==> src/rtl/lcd_pkg.sv <==
// Shared definitions for the HD44780 4-bit LCD write controller.
// Holds the FSM state encoding and the default timing constants.
package lcd_pkg;

    typedef enum logic [2:0] {
        S_IDLE,
        S_SETUP,
        S_PULSE,
        S_HOLD,
        S_GAP,
        S_EXEC
    } lcd_state_e;

    // Defaults assume a 27 MHz sys_clk.
    localparam int unsigned SETUP_CYC_DEF     = 2;
    localparam int unsigned EPW_CYC_DEF       = 13;
    localparam int unsigned HOLD_CYC_DEF      = 2;
    localparam int unsigned NIB_GAP_CYC_DEF   = 27;
    localparam int unsigned EXEC_CYC_DEF      = 1080;
    localparam int unsigned LONG_EXEC_CYC_DEF = 44280;

    // Clear-display and return-home need the long execution wait.
    function automatic logic is_long_cmd(
        input logic       rs,
        input logic       nib,
        input logic [7:0] dat
    );
        return !rs && !nib && (dat[7:2] == 6'd0);
    endfunction

endpackage

==> src/rtl/lcd_delay.sv <==
// Loadable 16-bit down-counter; expire_o marks the last cycle
// of a loaded interval, so a load of N spans exactly N cycles.
module lcd_delay (
    input  logic        clk_i,
    input  logic        rst_ni,
    input  logic        load_i,
    input  logic [15:0] val_i,
    output logic        expire_o
);

    logic [15:0] cnt_q;
    logic [15:0] cnt_d;

    always_comb begin
        cnt_d = cnt_q;
        if (load_i) begin
            cnt_d = val_i;
        end else if (cnt_q != 16'd0) begin
            cnt_d = cnt_q - 16'd1;
        end
    end

    always_ff @(posedge clk_i or negedge rst_ni) begin
        if (!rst_ni) begin
            cnt_q <= '0;
        end else begin
            cnt_q <= cnt_d;
        end
    end

    assign expire_o = (cnt_q == 16'd1);

endmodule

==> src/rtl/lcd_ctrl.sv <==
// HD44780 4-bit write controller: sends one byte or one nibble
// with E timing, then waits out the LCD execution time.
module lcd_ctrl
    import lcd_pkg::*;
#(
    parameter int unsigned SETUP_CYC     = SETUP_CYC_DEF,
    parameter int unsigned EPW_CYC       = EPW_CYC_DEF,
    parameter int unsigned HOLD_CYC      = HOLD_CYC_DEF,
    parameter int unsigned NIB_GAP_CYC   = NIB_GAP_CYC_DEF,
    parameter int unsigned EXEC_CYC      = EXEC_CYC_DEF,
    parameter int unsigned LONG_EXEC_CYC = LONG_EXEC_CYC_DEF
) (
    input  logic       sys_clk,
    input  logic       rst_n,
    input  logic       req,
    input  logic       rs,
    input  logic       nib_only,
    input  logic [7:0] data,
    output logic       busy,
    output logic       done,
    output logic       lcd_e,
    output logic       lcd_rw,
    output logic       lcd_rs,
    output logic [7:4] lcd_db
);

    localparam logic [15:0] P_SETUP = 16'(SETUP_CYC);
    localparam logic [15:0] P_EPW   = 16'(EPW_CYC);
    localparam logic [15:0] P_HOLD  = 16'(HOLD_CYC);
    localparam logic [15:0] P_GAP   = 16'(NIB_GAP_CYC);
    localparam logic [15:0] P_EXEC  = 16'(EXEC_CYC);
    localparam logic [15:0] P_LEXEC = 16'(LONG_EXEC_CYC);

    lcd_state_e  state_q, state_d;
    logic        busy_q, busy_d;
    logic        done_q, done_d;
    logic        e_q, e_d;
    logic        rs_q, rs_d;
    logic [3:0]  db_q, db_d;
    logic [7:0]  dat_q, dat_d;
    logic        nib_q, nib_d;
    logic        lo_q, lo_d;
    logic        load;
    logic [15:0] load_val;
    logic        expire;

    lcd_delay u_delay (
        .clk_i   (sys_clk),
        .rst_ni  (rst_n),
        .load_i  (load),
        .val_i   (load_val),
        .expire_o(expire)
    );

    always_comb begin
        state_d  = state_q;
        busy_d   = busy_q;
        done_d   = 1'b0;
        e_d      = e_q;
        rs_d     = rs_q;
        db_d     = db_q;
        dat_d    = dat_q;
        nib_d    = nib_q;
        lo_d     = lo_q;
        load     = 1'b0;
        load_val = '0;
        unique case (state_q)
            S_IDLE: begin
                // The done cycle is still idle but must not accept a request.
                if (req && !done_q) begin
                    state_d  = S_SETUP;
                    busy_d   = 1'b1;
                    rs_d     = rs;
                    dat_d    = data;
                    nib_d    = nib_only;
                    lo_d     = 1'b0;
                    db_d     = data[7:4];
                    e_d      = 1'b0;
                    load     = 1'b1;
                    load_val = P_SETUP;
                end
            end
            S_SETUP: begin
                if (expire) begin
                    state_d  = S_PULSE;
                    e_d      = 1'b1;
                    load     = 1'b1;
                    load_val = P_EPW;
                end
            end
            S_PULSE: begin
                if (expire) begin
                    state_d  = S_HOLD;
                    e_d      = 1'b0;
                    load     = 1'b1;
                    load_val = P_HOLD;
                end
            end
            S_HOLD: begin
                if (expire) begin
                    load = 1'b1;
                    if (!lo_q && !nib_q) begin
                        state_d  = S_GAP;
                        load_val = P_GAP;
                    end else begin
                        state_d  = S_EXEC;
                        load_val = is_long_cmd(rs_q, nib_q, dat_q)
                                   ? P_LEXEC : P_EXEC;
                    end
                end
            end
            S_GAP: begin
                if (expire) begin
                    state_d  = S_SETUP;
                    lo_d     = 1'b1;
                    db_d     = dat_q[3:0];
                    load     = 1'b1;
                    load_val = P_SETUP;
                end
            end
            S_EXEC: begin
                if (expire) begin
                    state_d = S_IDLE;
                    busy_d  = 1'b0;
                    done_d  = 1'b1;
                end
            end
            default: state_d = S_IDLE;
        endcase
    end

    always_ff @(posedge sys_clk or negedge rst_n) begin
        if (!rst_n) begin
            state_q <= S_IDLE;
            busy_q  <= 1'b0;
            done_q  <= 1'b0;
            e_q     <= 1'b0;
            rs_q    <= 1'b0;
            db_q    <= '0;
            dat_q   <= '0;
            nib_q   <= 1'b0;
            lo_q    <= 1'b0;
        end else begin
            state_q <= state_d;
            busy_q  <= busy_d;
            done_q  <= done_d;
            e_q     <= e_d;
            rs_q    <= rs_d;
            db_q    <= db_d;
            dat_q   <= dat_d;
            nib_q   <= nib_d;
            lo_q    <= lo_d;
        end
    end

    assign busy   = busy_q;
    assign done   = done_q;
    assign lcd_e  = e_q;
    assign lcd_rw = 1'b0;
    assign lcd_rs = rs_q;
    assign lcd_db = db_q;

endmodule

==> config.mk <==
export PLATFORM = sky130hd
export DESIGN_NAME = lcd_ctrl
export DESIGN_NICKNAME = d
export VERILOG_FILES = /design/src/rtl/lcd_pkg.sv /design/src/rtl/lcd_delay.sv /design/src/rtl/lcd_ctrl.sv
export SDC_FILE = /design/constraint.sdc
export NUM_CORES = 1
export LEC_CHECK = 0
export BUFFER_PORTS_ARGS = -buffer_cell sky130_fd_sc_hd__buf_2
export CAP_MARGIN = 20
export CORE_MARGIN = 8
export CORE_UTILIZATION = 41
export DETAILED_ROUTE_END_ITERATION = 7
export SLEW_MARGIN = 0
export SYNTH_ARGS = -nofsm -noshare
export SYNTH_HDL_FRONTEND = slang
export SYNTH_HIERARCHICAL = 1
export SYNTH_SLANG_ARGS = --single-unit
export TNS_END_PERCENT = 30
==> constraint.sdc <==
create_clock -name sys_clk -period 5.85 [get_ports sys_clk]
set_clock_uncertainty 0.15 [all_clocks]
set_input_delay 0.585 -clock sys_clk [delete_from_list [all_inputs] [get_ports sys_clk]]
set_output_delay 0.585 -clock sys_clk [all_outputs]
set_load 0.01 [all_outputs]
==> results of run 1 <==
-- synth_stat cells (2+ instances only) --
cell type / n / area share
dfrtp_1: 37 / 0.43
nor2_1: 20 / 0.035
nand2_1: 19 / 0.033
o21ai_0: 12 / 0.028
mux2_2: 11 / 0.058
inv_1: 9 / 0.016
nand3_1: 8 / 0.019
nand2b_1: 5 / 0.015
a21oi_1: 4 / 0.0094
clkbuf_1: 4 / 0.0070
nand4b_1: 4 / 0.016
nor3_1: 4 / 0.0094
nor4_1: 4 / 0.012
nor4_4: 4 / 0.040
o221a_2: 4 / 0.021
a22o_1: 3 / 0.012
nand4_1: 3 / 0.0088
nor2b_1: 3 / 0.0088
xnor2_1: 3 / 0.012
a21o_1: 2 / 0.0070
a31oi_1: 2 / 0.0059
and3_1: 2 / 0.0059
buf_2: 2 / 0.0047
buf_6: 2 / 0.011
ha_1: 2 / 0.012
mux2i_1: 2 / 0.0094
xor2_1: 2 / 0.0082
-- sequential cells by signal, summed over array words and instances (netlist names), 3 cells and up --
register and cells:
state_q 3, u_delay/cnt_q 16, lcd_db 4, dat_q 8
-- final cells by class --
class / count / area [µm²]
timing repair buffer: 21 / 108
fill: 500 / 2700
tap: 70 / 87.6
clock buffer: 5 / 68.8
sequential: 37 / 926
multi-input combinational: 156 / 1130
clock inverter: 3 / 21.3
inverter: 10 / 37.5
-- metrics by stage --
step	util	std cells	instance area, µm²
floorplan	-	212	2150
global placement	0.451	294	2290
detailed placement	0.451	294	2290
CTS	0.468	302	2380
global route	0.468	302	2380
finish	0.468	302	2380
-- power groups by stage --
stage	sequential, mW	clock (mW)	combinational (mW)
2_1_floorplan	0.266	0	0.00612
3_3_place_gp	0.267	0	0.0163
3_5_place_dp	0.267	0	0.0165
4_1_cts	0.261	0.189	0.0165
5_1_grt	0.262	0.199	0.0182
6_report	0.261	0.185	0.0159
-- critical path: stages (launching register included) --
cell and delay [ns]:
dfrtp_1 0.45, nor4_4 0.53, nand3_1 0.15, nor2_1 0.39, and4bb_2 0.40, o21bai_1 0.15, buf_4 0.29, clkinv_1 0.29
and2_2 0.27, a22o_1 0.19
-- cells by family (layout without fill, tap and decap cells) --
group / Yosys count / in the layout
adder cells (fa/ha/maj): 2 / 2
flip-flops: 37 / 37
AND/OR/NAND/NOR: 88 / 88
multiplexers: 13 / 13
buffers and inverters: 19 / 39
other: 1 / 5
AO/OA/AOI/OAI: 43 / 43
XOR/XNOR: 5 / 5
-- worst min-delay path by stage --
stage                        start          to  cells past startpoint
after global placement    dat_q[1]    dat_q[1]                      1
after detailed placement  dat_q[1]    dat_q[1]                      1
after floorplan              rst_n        busy                      0
after global routing         rst_n    dat_q[1]                      1
after CTS                    rst_n    dat_q[1]                      1
final                        rst_n  state_q[1]                      1
-- layer usage --
layer  track usage  vias to the layer above  part of all wire
met3        0.0375                        9             0.045
met4        0.0415                        0             0.014
met5             0                        -                 0
li1              -                      805                 -
met1         0.174                      788              0.50
met2         0.205                       35              0.44
==> flow_summary.json, run 1 <==
{
  "hold_path.class": "in -> async",
  "antenna_found_initial": 0,
  "cts_made_buffers": 5,
  "finalPower_uw": 462,
  "rsz0062_at_grt": "false",
  "syn_to_final_growth_pct": 11.5,
  "pwr-share-seq": 0.565,
  "cts_root_buffer": "clkbuf_8",
  "irDropWorstVdd_mv": 0.134,
  "fmaxAchievable_mhz": 297,
  "intPower_uw": 350,
  "fin_hold_ws_ns": 0.240,
  "cts_setup_buffers": 0,
  "drive_above_1_share": 0.246,
  "setup_slack_ns": 2.49,
  "clk_pin_slew_ns": 0.08,
  "endpoint": "u_delay/cnt_q[13]",
  "routed_wl_um": 4560,
  "vias": 1637,
  "synth_cell_type_count": 58,
  "dp_hpwl_um": 3260,
  "most-common-layout-cells": "dfrtp_1 (37), nor2_1 (20), buf_2 (20), nand2_1 (19), o21ai_0 (12)",
  "netlist_area_um2": 2130,
  "wl_per_cell_um": 15.1,
  "die_area_um2": 7760,
  "start_util": 0.420,
  "cap_viol_max_count": 0,
  "synth_edf_count": 0,
  "clockPowerShare": 0.400,
  "cts_resized": 0,
  "portBuffers": 20,
  "avgSynthCellArea_um2": 10.3,
  "core_um2": 5070,
  "fin_crit_ns": 3.36,
  "ys_warn_count": 6,
  "tightest_slew_ns": 0.829,
  "gp_congestion": 0.873,
  "timing_worst_setup_path_type": "reg -> reg",
  "path_max_fanout": 27,
  "pre_cts_ws_ns": 2.58,
  "p_leak_nw": 1.04,
  "diodes": 0,
  "p_per_area_nw_per_um2": 194,
  "switching_share": 0.242,
  "synth_fa_ha_area_frac": 0.0117,
  "outcome": "finished, final reports clean",
  "timing.rr.start": "u_delay/cnt_q[6]",
  "drtIter0Drc": 102,
  "clkLatencyLatePin_ns": 0.29,
  "synth_seq_cells": 37,
  "crit_arrival_ns": 3.39,
  "finalHoldViolCount": 0,
  "synth_top_family_by_area": "simple AND/OR/NAND/NOR gates",
  "tns_ns": 0,
  "synth-simple-area-share": 0.269,
  "synthArstFlopShare": 1.00,
  "viasPerCell": 5.42,
  "synthFlopType": "dfrtp_1",
  "setup_viol": 0,
  "r2r_cells": 9,
  "synth_compound_area_frac": 0.152,
  "grt_pass1_wl_um": 8110,
  "cts_sinks": 37,
  "h-tree-depth": 2,
  "relSlewSlack": 0.447,
  "end_kind": "register",
  "hold_buffers": 0,
  "final_nets": 246,
  "grt_pass1_vias": 1692,
  "cts_tree": "yes",
  "crit_path_start_kind": "register",
  "ys_seq_area_frac": 0.434,
  "comb_power_share": 0.034,
  "synthCells": 208,
  "drc": 0,
  "grt_usage": 0.133,
  "layout_commonest_cell": "dfrtp_1",
  "r2r_slack_ns": 2.49,
  "io_pins": 22,
  "period_share": 0.575,
  "startpoint": "u_delay/cnt_q[6]",
  "synth_xor_area_frac": 0.0205,
  "die_h_um": 88.1,
  "r2r-end": "u_delay/cnt_q[13]",
  "muxShareOfSynthArea": 0.0675,
  "slew_viol_final": 0,
  "drt_first_pass_iters": 4,
  "switchingPower_uw": 112,
  "cts.path.max_buffers": 2,
  "die_w_um": 88.1,
  "required_ns": 5.88,
  "rows": 26,
  "detail-route-antenna-nets": 0,
  "grt_max_degree": 38,
  "grt.overflow.total": 0
}
Note: power is estimated with default switching activity, not from simulation.
==> run 2: changes to the inputs <==
==> constraint.sdc (replaced) <==
create_clock -name sys_clk -period 3.1 [get_ports sys_clk]
set_clock_uncertainty 0.15 [all_clocks]
set_input_delay 0.31 -clock sys_clk [delete_from_list [all_inputs] [get_ports sys_clk]]
set_output_delay 0.31 -clock sys_clk [all_outputs]
set_load 0.01 [all_outputs]
==> flow_summary.json, run 2 (synthesis results as in run 1) <==
{
  "routed_wl_um": 4630,
  "dp_hpwl_um": 3290,
  "grt_max_degree": 38,
  "layout_commonest_cell": "dfrtp_1",
  "die_w_um": 88.1,
  "irDropWorstVdd_mv": 0.221,
  "tightest_slew_ns": 0.828,
  "largest_reg_flops": 16,
  "cts_sinks": 37,
  "place_area_um2": 2300,
  "grt_pass1_vias": 1723,
  "design_area_um2": 2400,
  "p_per_area_nw_per_um2": 357,
  "cap_viol_max_count": 0,
  "path_max_fanout": 26,
  "viasPerCell": 5.38,
  "cts_made_buffers": 5,
  "cts_setup_buffers": 0,
  "die_h_um": 88.1,
  "fin_util": 0.473,
  "crit_path_start_kind": "register",
  "period_share": 0.861,
  "hold_path.class": "in -> reg",
  "portBuffers": 20,
  "core_um2": 5070,
  "grt.overflow.total": 0,
  "drt_first_pass_iters": 4,
  "rows": 26,
  "die_area_um2": 7760,
  "detail-route-antenna-nets": 0,
  "outcome": "finished, final reports clean",
  "grt_pass1_wl_um": 8060,
  "cts_tree": "yes",
  "antenna_found_initial": 0,
  "grt_usage": 0.132,
  "start_util": 0.420,
  "cts_root_buffer": "clkbuf_8",
  "vias": 1640,
  "finalHoldViolCount": 0,
  "regMostFlops": "u_delay/cnt_q",
  "p_leak_nw": 1.05,
  "relSlewSlack": 0.448,
  "slew_viol_final": 0,
  "final_nets": 249,
  "end_kind": "register",
  "syn_to_final_growth_pct": 12.5,
  "wl_per_cell_um": 15.2,
  "gp_congestion": 0.847,
  "fin_crit_ns": 2.67,
  "crit_arrival_ns": 2.69,
  "required_ns": 3.12,
  "setup_slack_ns": 0.431,
  "timing_worst_setup_path_type": "reg -> reg",
  "drc": 0,
  "clk_pin_slew_ns": 0.08,
  "cts.path.max_buffers": 2,
  "fmaxAchievable_mhz": 375,
  "rsz0062_at_grt": "false",
  "diodes": 0,
  "drtIter0Drc": 87,
  "io_pins": 22,
  "drive_above_1_share": 0.251,
  "clkLatencyLatePin_ns": 0.29,
  "h-tree-depth": 2,
  "tns_ns": 0,
  "pre_cts_ws_ns": 0.412,
  "setup_viol": 0,
  "most-common-layout-cells": "dfrtp_1 (37), nor2_1 (20), buf_2 (20), nand2_1 (19), o21ai_0 (12)"
}
run 2: cell count changes in the layout (fill, tap and decap cells not counted), sizes merged:
cell / before / now
buf: 21 / 23
clkinv: 2 / 3
dlygate4sd3: 0 / 1
inv: 10 / 9
run 2: path summary, 6_finish.rpt:
check,from,to,slack (ns),cells after the start
max in group asynchronous,rst_n,u_delay/cnt_q[12],1.77,2
min in group asynchronous,rst_n,u_delay/cnt_q[3],0.50,2
max,u_delay/cnt_q[14],u_delay/cnt_q[15],0.43,8
min reg2reg,dat_q[1],dat_q[1],0.35,1
min,rs,lcd_rs,0.1,2
max reg2reg,u_delay/cnt_q[14],u_delay/cnt_q[15],0.43,8
run 2: final cells by class:
type | instances | area, µm²
Tap cell | 70 | 87.6
Multi-Input combinational cell | 156 | 1130
Clock buffer | 5 | 68.8
Inverter | 10 | 37.5
Timing Repair Buffer | 24 | 133
Fill cell | 515 | 2680
Clock inverter | 3 | 17.5
Sequential cell | 37 | 926
run 2: critical path, cell delays in order (launching register included):
cell,delay [ns]
dfrtp_1,0.44
nor4_4,0.40
nand2_1,0.15
nor2_1,0.19
and4bb_2,0.34
o21bai_1,0.16
buf_4,0.30
nor3b_1,0.09
a221o_1,0.32
run 2: per-stage QoR:
step           hold WS [ns]  cells  total power [mW]
5_1_grt              0.0830    305             0.899
3_5_place_dp          0.315    296             0.534
6_report             0.0976    305             0.856
4_1_cts              0.0838    305             0.877
3_3_place_gp          0.318    296             0.534
2_1_floorplan        -0.136    212             0.513
run 2: what timing repair did:
| action | CTS | global route |
|---|---|---|
| endpoints found under the hold margin | 29 | 0 |
| gates resized for setup | 0 | 0 |
| hold buffers | 1 | 0 |
run 2: layer usage:
metal	GRT usage	wire length [µm]	vias up
li1	-	-	810
met1	0.166	2260	792
met2	0.209	2140	33
met3	0.0394	188	5
met4	0.0476	47	0
met5	0	0	-
run 2: report_power, final:
part / switching, mW / total (mW) / internal, mW
Combinational: 0.0169 / 0.0306 / 0.0137
Sequential: 0.00456 / 0.493 / 0.489
Clock: 0.177 / 0.332 / 0.155
